$ cat config.mk
export PLATFORM = sky130hd
export DESIGN_NAME = mem_access_unit
export DESIGN_NICKNAME = d
export VERILOG_FILES = /design/src/rtl/mem_access_unit_pkg.sv /design/src/rtl/mem_timeout_ctr.sv /design/src/rtl/mem_access_unit.sv
export SDC_FILE = /design/constraint.sdc
export NUM_CORES = 1
export LEC_CHECK = 0
export BUFFER_PORTS_ARGS = -buffer_cell sky130_fd_sc_hd__buf_2
export CELL_PAD_IN_SITES_DETAIL_PLACEMENT = 1
export CELL_PAD_IN_SITES_GLOBAL_PLACEMENT = 2
export CORE_MARGIN = 8
export CORE_UTILIZATION = 34
export DETAILED_ROUTE_END_ITERATION = 10
export GPL_ROUTABILITY_DRIVEN = 0
export GPL_TIMING_DRIVEN = 0
export PLACE_DENSITY = 0.9
export SKIP_CTS_REPAIR_TIMING = 1
export SLEW_MARGIN = 20
export SYNTH_ARGS = -nofsm -noshare
export SYNTH_HDL_FRONTEND = slang
export SYNTH_HIERARCHICAL = 1
export SYNTH_SLANG_ARGS = --single-unit
$ cat constraint.sdc
create_clock -name clk_i -period 6.9 [get_ports clk_i]
set_clock_uncertainty 0.1 [all_clocks]
set_input_delay 1.035 -clock clk_i [delete_from_list [all_inputs] [get_ports clk_i]]
set_output_delay 1.035 -clock clk_i [all_outputs]
set_load 0.03 [all_outputs]
$ cat src/rtl/mem_access_unit_pkg.sv
// Shared widths and FSM encoding for the memory access stage.
package mem_access_unit_pkg;

    localparam int unsigned PROC_DATA_WIDTH_DEF        = 16;
    localparam int unsigned PROC_REGFILE_LOG2_DEEP_DEF = 5;
    localparam int unsigned INSTMEM_LOG2_DEEP_DEF      = 8;
    localparam int unsigned DMEM_LOG2_DEEP_DEF         = 8;
    localparam int unsigned DMEM_TIMEOUT_DEF           = 64;

    typedef enum logic [1:0] {
        ST_IDLE = 2'd0,
        ST_REQ  = 2'd1,
        ST_WAIT = 2'd2
    } mau_state_e;

endpackage

$ cat src/rtl/mem_timeout_ctr.sv
// Cycle counter bounding how long an access may sit in REQ or WAIT.
module mem_timeout_ctr #(
    parameter int unsigned TIMEOUT = 64
) (
    input  logic clk_i,
    input  logic rst_ni,
    input  logic clear_i,
    input  logic enable_i,
    output logic expired_c_o
);

    localparam int unsigned CW = $clog2(TIMEOUT + 1);

    logic [CW-1:0] cnt_q, cnt_d;

    always_comb begin
        cnt_d = cnt_q;
        if (clear_i) begin
            cnt_d = '0;
        end else if (enable_i) begin
            cnt_d = cnt_q + CW'(1);
        end
    end

    always_ff @(posedge clk_i or negedge rst_ni) begin
        if (!rst_ni) begin
            cnt_q <= '0;
        end else begin
            cnt_q <= cnt_d;
        end
    end

    // Flags the last allowed waiting cycle; the owner only acts on it while counting.
    assign expired_c_o = (cnt_q == CW'(TIMEOUT - 1));

endmodule

$ cat src/rtl/mem_access_unit.sv
// MEM stage: passes ALU results through, or runs one data-memory access per bundle.
module mem_access_unit
    import mem_access_unit_pkg::*;
#(
    parameter int unsigned PROC_DATA_WIDTH        = PROC_DATA_WIDTH_DEF,
    parameter int unsigned PROC_REGFILE_LOG2_DEEP = PROC_REGFILE_LOG2_DEEP_DEF,
    parameter int unsigned INSTMEM_LOG2_DEEP      = INSTMEM_LOG2_DEEP_DEF,
    parameter int unsigned DMEM_LOG2_DEEP         = DMEM_LOG2_DEEP_DEF,
    parameter int unsigned DMEM_TIMEOUT           = DMEM_TIMEOUT_DEF
) (
    input  logic                              clk_i,
    input  logic                              rst_ni,
    input  logic                              valid_i,
    input  logic                              reg_write_en_i,
    input  logic                              mem_write_en_i,
    input  logic                              mem_read_en_i,
    input  logic                              mem_to_reg_i,
    input  logic [PROC_DATA_WIDTH-1:0]        alu_i,
    input  logic [PROC_DATA_WIDTH-1:0]        reg_data2_i,
    input  logic [PROC_REGFILE_LOG2_DEEP-1:0] reg_write_addr_i,
    input  logic [1:0]                        thread_id_i,
    input  logic [INSTMEM_LOG2_DEEP-1:0]      pc_carry_baggage_i,
    output logic                              stall_o,
    output logic                              dmem_req_o,
    output logic                              dmem_we_o,
    output logic [DMEM_LOG2_DEEP-1:0]         dmem_addr_o,
    output logic [PROC_DATA_WIDTH-1:0]        dmem_wdata_o,
    input  logic                              dmem_gnt_i,
    input  logic                              dmem_rvalid_i,
    input  logic [PROC_DATA_WIDTH-1:0]        dmem_rdata_i,
    output logic                              wb_valid_o,
    output logic                              wb_reg_write_en_o,
    output logic [PROC_REGFILE_LOG2_DEEP-1:0] wb_reg_write_addr_o,
    output logic [PROC_DATA_WIDTH-1:0]        wb_data_o,
    output logic [1:0]                        wb_thread_id_o,
    output logic [INSTMEM_LOG2_DEEP-1:0]      wb_pc_carry_baggage_o,
    output logic                              err_o
);

    mau_state_e state_q, state_d;

    logic [PROC_DATA_WIDTH-1:0]        hold_alu_q, hold_wdata_q;
    logic [PROC_REGFILE_LOG2_DEEP-1:0] hold_waddr_q;
    logic                              hold_reg_we_q, hold_mem_we_q, hold_m2r_q;
    logic [1:0]                        hold_tid_q;
    logic [INSTMEM_LOG2_DEEP-1:0]      hold_pc_q;

    logic                              wb_valid_q, wb_valid_d;
    logic                              wb_reg_we_q, wb_reg_we_d;
    logic [PROC_REGFILE_LOG2_DEEP-1:0] wb_waddr_q, wb_waddr_d;
    logic [PROC_DATA_WIDTH-1:0]        wb_data_q, wb_data_d;
    logic [1:0]                        wb_tid_q, wb_tid_d;
    logic [INSTMEM_LOG2_DEEP-1:0]      wb_pc_q, wb_pc_d;
    logic                              err_q, err_d;

    logic                              capture_c, retire_c, retire_we_c;
    logic [PROC_DATA_WIDTH-1:0]        retire_data_c;
    logic                              tmo_clear_c, tmo_enable_c, tmo_expired_c;

    mem_timeout_ctr #(
        .TIMEOUT (DMEM_TIMEOUT)
    ) u_timeout (
        .clk_i       (clk_i),
        .rst_ni      (rst_ni),
        .clear_i     (tmo_clear_c),
        .enable_i    (tmo_enable_c),
        .expired_c_o (tmo_expired_c)
    );

    // Next state, counter control and writeback selection.
    always_comb begin
        state_d       = state_q;
        capture_c     = 1'b0;
        retire_c      = 1'b0;
        retire_we_c   = hold_reg_we_q;
        retire_data_c = hold_alu_q;
        tmo_clear_c   = 1'b0;
        tmo_enable_c  = 1'b0;
        err_d         = 1'b0;
        wb_valid_d    = 1'b0;
        wb_reg_we_d   = wb_reg_we_q;
        wb_waddr_d    = wb_waddr_q;
        wb_data_d     = wb_data_q;
        wb_tid_d      = wb_tid_q;
        wb_pc_d       = wb_pc_q;

        case (state_q)
            ST_IDLE: begin
                if (valid_i) begin
                    if (mem_write_en_i || mem_read_en_i) begin
                        capture_c   = 1'b1;
                        tmo_clear_c = 1'b1;
                        state_d     = ST_REQ;
                    end else begin
                        wb_valid_d  = 1'b1;
                        wb_reg_we_d = reg_write_en_i;
                        wb_waddr_d  = reg_write_addr_i;
                        wb_data_d   = alu_i;
                        wb_tid_d    = thread_id_i;
                        wb_pc_d     = pc_carry_baggage_i;
                    end
                end
            end
            ST_REQ: begin
                if (dmem_gnt_i) begin
                    if (hold_mem_we_q) begin
                        retire_c = 1'b1;
                        state_d  = ST_IDLE;
                    end else begin
                        tmo_clear_c = 1'b1;
                        state_d     = ST_WAIT;
                    end
                end else begin
                    tmo_enable_c = 1'b1;
                    if (tmo_expired_c) begin
                        retire_c      = 1'b1;
                        retire_we_c   = 1'b0;
                        retire_data_c = '0;
                        err_d         = 1'b1;
                        state_d       = ST_IDLE;
                    end
                end
            end
            ST_WAIT: begin
                if (dmem_rvalid_i) begin
                    retire_c      = 1'b1;
                    retire_data_c = hold_m2r_q ? dmem_rdata_i : hold_alu_q;
                    state_d       = ST_IDLE;
                end else begin
                    tmo_enable_c = 1'b1;
                    if (tmo_expired_c) begin
                        retire_c      = 1'b1;
                        retire_we_c   = 1'b0;
                        retire_data_c = '0;
                        err_d         = 1'b1;
                        state_d       = ST_IDLE;
                    end
                end
            end
            default: state_d = ST_IDLE;
        endcase

        if (retire_c) begin
            wb_valid_d  = 1'b1;
            wb_reg_we_d = retire_we_c;
            wb_waddr_d  = hold_waddr_q;
            wb_data_d   = retire_data_c;
            wb_tid_d    = hold_tid_q;
            wb_pc_d     = hold_pc_q;
        end
    end

    always_ff @(posedge clk_i or negedge rst_ni) begin
        if (!rst_ni) begin
            state_q <= ST_IDLE;
        end else begin
            state_q <= state_d;
        end
    end

    // Holding registers for the bundle that owns the memory port.
    always_ff @(posedge clk_i or negedge rst_ni) begin
        if (!rst_ni) begin
            hold_alu_q    <= '0;
            hold_wdata_q  <= '0;
            hold_waddr_q  <= '0;
            hold_reg_we_q <= 1'b0;
            hold_mem_we_q <= 1'b0;
            hold_m2r_q    <= 1'b0;
            hold_tid_q    <= '0;
            hold_pc_q     <= '0;
        end else if (capture_c) begin
            hold_alu_q    <= alu_i;
            hold_wdata_q  <= reg_data2_i;
            hold_waddr_q  <= reg_write_addr_i;
            hold_reg_we_q <= reg_write_en_i;
            hold_mem_we_q <= mem_write_en_i;
            hold_m2r_q    <= mem_to_reg_i;
            hold_tid_q    <= thread_id_i;
            hold_pc_q     <= pc_carry_baggage_i;
        end
    end

    always_ff @(posedge clk_i or negedge rst_ni) begin
        if (!rst_ni) begin
            wb_valid_q  <= 1'b0;
            wb_reg_we_q <= 1'b0;
            wb_waddr_q  <= '0;
            wb_data_q   <= '0;
            wb_tid_q    <= '0;
            wb_pc_q     <= '0;
            err_q       <= 1'b0;
        end else begin
            wb_valid_q  <= wb_valid_d;
            wb_reg_we_q <= wb_reg_we_d;
            wb_waddr_q  <= wb_waddr_d;
            wb_data_q   <= wb_data_d;
            wb_tid_q    <= wb_tid_d;
            wb_pc_q     <= wb_pc_d;
            err_q       <= err_d;
        end
    end

    assign stall_o               = (state_q != ST_IDLE);
    assign dmem_req_o            = (state_q == ST_REQ);
    assign dmem_we_o             = (state_q == ST_REQ) && hold_mem_we_q;
    assign dmem_addr_o           = hold_alu_q[DMEM_LOG2_DEEP-1:0];
    assign dmem_wdata_o          = hold_wdata_q;
    assign wb_valid_o            = wb_valid_q;
    assign wb_reg_write_en_o     = wb_reg_we_q;
    assign wb_reg_write_addr_o   = wb_waddr_q;
    assign wb_data_o             = wb_data_q;
    assign wb_thread_id_o        = wb_tid_q;
    assign wb_pc_carry_baggage_o = wb_pc_q;
    assign err_o                 = err_q;

endmodule
==> reports/results.ini <==
[outcome]
status = finished, final reports clean

[placement]
hpwlAfterDp_mm = 9.54
portBuffers = 132
pre_cts_ws_ps = 4010
dp_cells = 676

[sta]
timing.slew.headroom_pct = 45.6
fmax_mhz = 380
hold_slack_ps = 399
hold_viol = 0
setup_viol = 0
tightestPinTransition_ps = 814
timing.final.crit_period_ps = 2630
slew_viol_final = 0
post-route-period-util_pct = 38.1
rsz0062_at_grt = no
final.setup.tns_ps = 0
worst_slack_ps = 4270

[synthesis]
synth_top_area_share_pct = 55.4
synth_warnings = 6
syn_avg_cell_area_um2 = 11.2
synthArstFlopShare_pct = 100
yosysMostFrequentCell = dfrtp_1
syn_nets = 453
synthTopCellsByArea = dfrtp_1 55%, mux2_2 13%, nand2_1 6.4%, a31oi_1 4.0%, a221oi_1 2.3%
synth_top_flop_cell = dfrtp_1
yosysSeqAreaShare_pct = 55.4
synth-seq-cells = 93
syn-cell-area_um2 = 4200
synth_edf_count = 0
syn_inst = 375
synth_largest_area_cell = dfrtp_1
synthDistinctLibCells = 38
synthTopCellsByCount = 93 x dfrtp_1, 72 x nand2_1, 50 x mux2_2

[routing]
viasPerCell = 5.01
wl_per_cell_um = 18.6
drtAntennaViolNets = 0
drtPass1Iterations = 4
vias = 3462
drt_iter0_markers = 177
remaining_drc_errors = 0
finalWirelength_mm = 12.9

[power]
total_power_uw = 2660
vdd_drop_max_mv = 0.204
leakage_uw = 0.00261
powerDensity_nw_per_um2 = 493

[clocking]
h-tree-depth = 3
clock-sinks = 93
root_buffer = clkbuf_16
clkTransAtPathRegs_ps = 60
clkLatencyLatePin_ps = 340
cts_tree = built
clockBufferDepth = 2
numCtsBuffers = 9

[min_path]
min_to = dmem_wdata_o[10]
hold-path-cell-count = 1
worstHoldStart = dmem_wdata_o[10]
min_path_type = reg -> reg

[finish]
layout.nets = 597
synthToLayoutAreaGrowth_pct = 28.5
stdcell_count = 691
antenna_cells = 0
drive_gt1_share_pct = 42.8
fillers = 1369

[global_route]
antenna_found_initial = 1
grt_max_degree = 49
grt_pass1_wl_mm = 20.9
grt-ovfl-total = 0
grtUsageTotal_pct = 16.4
grt_pass1_vias = 3941

[floorplan]
coreArea_um2 = 12100
start_util_pct = 34.8
dieWidth_um = 127
pin_count = 133
die-height_um = 127
std_cell_rows = 40
die_area_um2 = 16200

[worst_setup_path]
cp.required_ps = 5760
crit_fanout = 5
reg2reg_slack_ps = 4270
worst_path_max_delay_cell = dfrtp_1
criticalPathCategory = reg -> out
r2r_end = wb_data_o[7]
critPathLaunchType = flop
rr_worst_depth = 7
cp-end-kind = output pin
arrival_ps = 1490
cpPeakStageDelay_ps = 410
path_cells = inv_1 > ha_1 > and2_1 > buf_2
reg2reg_from = u_timeout/cnt_q[0]

[run]
max-cap-violations = 0

where the power goes:
group | switching [µW] | internal [µW]
clock | 202 | 299
sequential | 152 | 804
combinational | 758 | 450
total | 1110 | 1550
stage by stage:
step / cell area, µm² / utilization (%)
floorplan: 4200 / -
global placement: 5070 / 42.1
detailed placement: 5110 / 42.3
CTS: 5400 / 44.8
global route: 5400 / 44.8
finish: 5400 / 44.8
cell families after synthesis:
family,Yosys count,synth area share [%]
adders and majority gates,6,1.79
and+or+nand+nor,111,11.0
muxes,52,14.0
DFF,93,55.4
xor gates and xnor gates,4,0.834
AOI/OAI and AO/OA,73,12.1
buffers and inverters,36,4.97
worst max-delay path, delay by kind of cell, from the launching register on:
| kind | cells | cell delay (ps) |
|---|---|---|
| buffers and inverters | 2 | 350 |
| DFF | 1 | 410 |
| and+or+nand+nor | 1 | 140 |
| adders and majority gates | 1 | 260 |
state kept, by name, summed over array words and instances (netlist names), 2 cells and up:
register	flops
hold_alu_q	16
hold_waddr_q	5
hold_tid_q	2
wb_pc_carry_baggage_o	8
wb_data_o	16
hold_pc_q	8
state_q	2
u_timeout/cnt_q	7
wb_reg_write_addr_o	5
dmem_wdata_o	16
wb_thread_id_o	2
area by class of cell:
cell class / count / area, µm² / share of cell area (%)
plain buffers: 31 / 190 / 3.52
clock buffers: 14 / 264 / 4.89
inverters: 5 / 18.8 / 0.347
well taps: 168 / 210 / 3.89
multi-input cells: 246 / 1670 / 30.9
repair buffers: 133 / 694 / 12.9
flip-flops and latches: 93 / 2330 / 43.1
clock inverters: 1 / 30.0 / 0.556
layer usage:
metal	vias to the layer above	share of wire [%]	GRT usage [%]
li1	1607	-	-
met1	1753	42	19.4
met2	84	51	28.1
met3	16	4.8	3.58
met4	2	1.9	7.07
met5	-	0.078	0
worst max-delay path by stage:
stage / from / end
final: state_q[1] / dmem_we_o
after floorplan: dmem_gnt_i / u_timeout/cnt_q[5]
after CTS: state_q[1] / dmem_we_o
after detailed placement: mem_read_en_i / hold_pc_q[4]
after global placement: rst_ni / hold_alu_q[5]
after global routing: u_timeout/cnt_q[2] / wb_data_o[9]
cell usage in the layout (no fill, tap or decap), drive strengths merged, types with 2 or more instances in the layout:
| cell | count |
|---|---|
| buf | 159 |
| dfrtp | 93 |
| nand2 | 72 |
| mux2 | 51 |
| a31oi | 28 |
| nor2 | 23 |
| clkbuf | 19 |
| o21ai | 11 |
| a221oi | 11 |
| a21oi | 9 |
| ha | 6 |
| inv | 5 |
| a32oi | 5 |
| and3 | 3 |
| xor2 | 3 |
| nand4 | 3 |
| nand2b | 2 |
| and2 | 2 |
| nand3 | 2 |
| or3 | 2 |
No activity file was read; power rests on OpenSTA's default activity.
